`src/rtl/mem_access_unit.sv`:
```
// Memory access unit: MAR/MDR registers plus a two-state request/acknowledge sequencer.
// Optional access timeout is enabled by defining MEM_TIMEOUT_EN.
module mem_access_unit #(
    parameter int DATA_W      = 32,
    parameter int ADDR_W      = 9,
    parameter int TIMEOUT_CYC = 15
) (
    input  logic              clock,
    input  logic              clear,
    input  logic [DATA_W-1:0] buso,
    input  logic              mari,
    input  logic              mdri,
    input  logic              mem_read,
    input  logic              mem_write,
    input  logic              mem_ack,
    input  logic [DATA_W-1:0] mem_rdata,
    output logic [DATA_W-1:0] busi_mdr,
    output logic [ADDR_W-1:0] mem_addr,
    output logic [DATA_W-1:0] mem_wdata,
    output logic              mem_req,
    output logic              mem_we,
    output logic              busy,
    output logic              done,
    output logic              err
);

`ifdef MEM_TIMEOUT_EN
    localparam bit TIMEOUT_EN = 1'b1;
`else
    localparam bit TIMEOUT_EN = 1'b0;
`endif

    localparam int CNT_W = $clog2(TIMEOUT_CYC + 1);
    localparam logic [CNT_W-1:0] CNT_LAST = CNT_W'(TIMEOUT_CYC - 1);

    typedef enum logic {IDLE, ACCESS} state_t;

    state_t            state;
    state_t            state_nxt;
    logic [ADDR_W-1:0] mar;
    logic [DATA_W-1:0] mdr;
    logic              we_r;
    logic              done_r;
    logic              err_r;
    logic [CNT_W-1:0]  cnt;
    logic              start;
    logic              ack_hit;
    logic              timeout_hit;

    always_ff @(posedge clock) begin
        if (clear) begin
            state <= IDLE;
        end else begin
            state <= state_nxt;
        end
    end

    always_comb begin
        state_nxt   = state;
        start       = 1'b0;
        ack_hit     = 1'b0;
        timeout_hit = 1'b0;
        case (state)
            IDLE: begin
                if (mem_read || mem_write) begin
                    start     = 1'b1;
                    state_nxt = ACCESS;
                end
            end
            ACCESS: begin
                // An acknowledge on the terminal count still counts as a normal completion.
                if (mem_ack) begin
                    ack_hit   = 1'b1;
                    state_nxt = IDLE;
                end else if (TIMEOUT_EN && (cnt == CNT_LAST)) begin
                    timeout_hit = 1'b1;
                    state_nxt   = IDLE;
                end
            end
            default: state_nxt = IDLE;
        endcase
    end

    always_ff @(posedge clock) begin
        if (clear) begin
            mar    <= '0;
            mdr    <= '0;
            we_r   <= 1'b0;
            done_r <= 1'b0;
            err_r  <= 1'b0;
            cnt    <= '0;
        end else begin
            done_r <= ack_hit || timeout_hit;
            if (start) begin
                we_r  <= ~mem_read;
                err_r <= 1'b0;
                cnt   <= '0;
            end else if (state == ACCESS) begin
                cnt <= cnt + 1'b1;
            end
            if (timeout_hit) begin
                err_r <= 1'b1;
            end
            // MAR/MDR only follow the bus while idle so the access sees stable values.
            if (state == IDLE) begin
                if (mari) mar <= buso[ADDR_W-1:0];
                if (mdri) mdr <= buso;
            end else if (ack_hit && !we_r) begin
                mdr <= mem_rdata;
            end
        end
    end

    assign mem_req   = (state == ACCESS);
    assign busy      = (state == ACCESS);
    assign mem_we    = we_r;
    assign done      = done_r;
    assign err       = TIMEOUT_EN ? err_r : 1'b0;
    assign mem_addr  = mar;
    assign mem_wdata = mdr;
    assign busi_mdr  = mdr;

endmodule

```
`config.mk`:
```
export PLATFORM = sky130hd
export DESIGN_NAME = mem_access_unit
export DESIGN_NICKNAME = d
export VERILOG_FILES = /design/src/rtl/mem_access_unit.sv
export SDC_FILE = /design/constraint.sdc
export NUM_CORES = 1
export LEC_CHECK = 0
export ABC_AREA = 1
export ABC_CLOCK_PERIOD_IN_PS = 2300
export CAP_MARGIN = 10
export CELL_PAD_IN_SITES_DETAIL_PLACEMENT = 0
export CELL_PAD_IN_SITES_GLOBAL_PLACEMENT = 2
export CORE_ASPECT_RATIO = 1.75
export CORE_UTILIZATION = 20
export DETAILED_ROUTE_END_ITERATION = 7
export PLACE_DENSITY_LB_ADDON = 0.1
export SLEW_MARGIN = 5
export SYNTH_ARGS = -nofsm -noshare
export SYNTH_HDL_FRONTEND = slang
export SYNTH_SLANG_ARGS = --single-unit
export TNS_END_PERCENT = 100
```
`constraint.sdc`:
```
create_clock -name clock -period 2.3 [get_ports clock]
set_input_delay 0.345 -clock clock [delete_from_list [all_inputs] [get_ports clock]]
set_output_delay 0.345 -clock clock [all_outputs]
set_load 0.03 [all_outputs]
```
## Word-level counts from Yosys, hierarchy flattened

Cells that the tools add are included.

| storage, ports and cells | value |
|---|---|
| bits in registers | 44 |
| input port bits | 71 |
| output and inout bits | 78 |
| word-level logic and storage cells | 23 |

| cells by class | value |
|---|---|
| equality and inequality tests | 1 |
| mux-type cells | 9 |
| bitwise gates (word level) | 2 |
| reductions and logical operators | 6 |

Operators by type and width:

| kind | count |
|---|---|
| 32-bit two-way mux | 3 |
| 1-bit two-way mux | 5 |
| 2-bit AND reduction | 2 |
| 2-bit by 1-bit inequality test with 1-bit output, second input constant | 1 |
| 1-bit NOT | 2 |
| 1-bit case mux with 2 select lines | 1 |
| 2-bit nonzero test | 1 |
| 1-bit logical AND | 1 |
| 1-bit logical NOT | 1 |
| 1-bit logical OR | 1 |

## Depth between registers and ports, before layout

| depth | value |
|---|---|
| depth after elaboration | 5 |
| gate-level depth with buffers | 7 |

## Worst setup path before layout

OpenSTA, ideal clock, no wires.

| path | value |
|---|---|
| path kind | register to register |
| start | register state (netlist: busy) |
| end | register mar[0] (netlist: mem_addr[0]) |
| data arrival time | 1.172 ns |
| setup slack | 1.012 ns |
| stages on the path, launching flop included | 7 |
| clock period less this slack | 1.288 ns |
| cell sequence | dfxtp_1 > buf_6 > inv_6 > nand2_4 > clkinv_1 > nor2_1 > nor2_1 |

| on the way | value |
|---|---|
| longest elaborated chain between the ends | 2 |

RTL lines:

| item | line | source |
|---|---|---|
| start, declared | 38 | `state_t state;` |
| start signal, assigned | 54 | `state <= state_nxt;` |
| 1-bit NOT (no source line) | -- |  |
| 2-bit AND reduction (no source line) | -- |  |
| end signal, assigned | 106 | `if (mari) mar <= buso[ADDR_W-1:0];` |
| end, declared | 40 | `logic [ADDR_W-1:0] mar;` |

No other way between the ends.
A chain may end at the register's enable or synchronous reset.

## Final worst setup path

| path | value |
|---|---|
| start | register state (netlist: busy) |
| end | output port mem_req |

RTL lines:

| item | line | source |
|---|---|---|
| end, declared | 20 | `output logic mem_req,` |

No word-level cell between the ends.

==> results.json <==
{
  "status": "complete, no violations",
  "grt_pass1_vias": 2656,
  "die_w_um": 88.0,
  "post-dp-hpwl_um": 5840,
  "ctsResizeCount": 0,
  "dieArea_sq_mm": 0.0134,
  "clk_latency_ps": 280,
  "final_area_sq_mm": 0.00407,
  "vias": 2645,
  "wl_met1_um": 3270,
  "crit_fanout": 9,
  "cts_buffer_depth": 2,
  "totalWireLength_um": 8310,
  "htreeDepth": 2,
  "wl_per_cell_um": 12.4,
  "layout.nets": 573,
  "grt_pass1_wl_um": 13400,
  "critPathKind": "reg -> out",
  "io_pins": 149,
  "initialDrtViolationCount": 67,
  "slew_viol_final": 0,
  "clock_skew_ps": 1.77,
  "finalHoldViolCount": 0,
  "syn_area_sq_mm": 0.00259,
  "cts_buffers": 5,
  "final_antenna_net_count": 0,
  "avgSynthCellArea_sq_um": 6.46,
  "postCtsSetupRepairBufs": 0,
  "drc": 0,
  "fin_hold_ws_ps": 483,
  "port_buffers": 147,
  "start_kind": "register",
  "fin_crit_ps": 1780,
  "synth_warnings": 0,
  "final_common_cell": "clkdlybuf4s50_1",
  "layout_setup_ws_ps": 524,
  "clk_pin_slew_ps": 60,
  "endpoint_kind": "output pin",
  "via_per_inst": 3.94,
  "grt_usage_pct": 13.1,
  "first_pass_iters": 4,
  "dpl-instance-area_sq_mm": 0.00392,
  "coreArea_sq_mm": 0.0126,
  "fmax_mhz": 563,
  "ys_seq_area_share_pct": 34.0,
  "power.static_leakage_uw": 0.00181,
  "path_cells": "clkdlybuf4s50_1",
  "top_layer": "met4",
  "critPathBufInv": 1,
  "max_slew_margin_pct": 59.0,
  "post-route-period-util_pct": 77.2,
  "vdd_drop_max_mv": 0.259,
  "hp-class": "reg -> reg",
  "dp_cells": 663,
  "synth-seq-cells": 44,
  "ctsHoldBuffers": 0,
  "grt_antenna_before_repair": 0,
  "grt_max_degree": 65,
  "max_stage_delay_ps": 710,
  "place.gp.congestion": 0.669,
  "final_cells": 671,
  "worst-slew-pin-transition_ps": 612,
  "cts.sink_count": 44,
  "final.setup.tns_ps": 0,
  "final_cell_mix": "147 x clkdlybuf4s50_1, 132 x nand2_1, 53 x nor2_1",
  "gr-total-overflow": 0,
  "max-cap-violations": 0,
  "area.growth.synth_to_final_pct": 57.1,
  "initial_core_util_pct": 20.6,
  "syn_nets": 472,
  "synth_cell_type_count": 18,
  "drive_gt1_share_pct": 4.57,
  "cp_slowest_cell": "clkdlybuf4s50_1",
  "critPathRequiredTime_ps": 1960,
  "setup_viol": 0,
  "cts_tree": "yes",
  "cp_top_family": "buffers and inverters",
  "rsz0062_at_grt": "false",
  "die_h_um": 153,
  "num_antenna_cells": 0,
  "arrival_ps": 1430,
  "dp_slack_ps": 280,
  "syn_inst": 401,
  "power.density_mw_per_mm2": 652,
  "wl_met3_um": 430,
  "rows": 54,
  "dr_wl_met2_um": 4490,
  "clock-root-buffer": "clkbuf_16"
}
[cell families after synthesis]
kind of cell           synth area share [%]
and+or+nand+nor                        36.4
buffers and inverters                  21.1
DFF                                    34.0
AOI/OAI and AO/OA                      8.31
other                                 0.145
[final cells by class]
class / instances / area (sq um)
clock buffer: 8 / 146
tap: 168 / 210
multi-input combinational: 264 / 1160
sequential: 44 / 882
inverter: 36 / 140
fill: 1438 / 8500
timing repair buffer: 151 / 1530
[state kept, by name, summed over array words and instances (netlist names)]
name      count
mem_we        1
busi_mdr     32
busy          1
done          1
mem_addr      9
[through the flow]
stage                     util (%)  total power, uW
after floorplan                  -             1580
after global placement        31.2             1940
after detailed placement      31.2             1950
after CTS                     32.4             2710
after global routing          32.4             2810
final                         32.4             2650
[worst min-delay path: cells and delay by family, from the launching register on]
| family | cells | cell delay [ps] |
|---|---|---|
| DFF | 1 | 330 |
| and+or+nand+nor | 2 | 130 |
[power breakdown]
group / internal [uW] / switching [uW] / total, uW
logic: 445 / 568 / 1010
registers: 840 / 57.9 / 898
clock network: 434 / 306 / 740
[path summary, 6_finish.rpt]
path / startpoint / end / slack, ps / cells after the start
worst max-delay path: busy / mem_req / 520 / 1
worst min-delay path: mem_addr[5] / mem_addr[5] / 480 / 2
worst max register to register: busy / mem_addr[2] / 570 / 6
worst min register to register: mem_addr[5] / mem_addr[5] / 480 / 2
[cell usage after synthesis (all sizes together)]
cell type  number  area [sq um]
nor2           53           199
a21oi          34           170
conb            1          3.75
nand3          33           218
dfxtp          44           881
nand2         134           527
o21ai           9          45.0
inv            34           133
clkinv          2          7.51
buf            54           395
clkbuf          3          11.3
[routing by layer]
| layer | track usage, % | vias up |
|---|---|---|
| met4 | 4.15 | 0 |
| met3 | 2.49 | 7 |
| met5 | 0 | - |
| li1 | - | 1394 |
| met1 | 13.8 | 1157 |
| met2 | 25.0 | 87 |
Power figures use the tool's default switching activity.
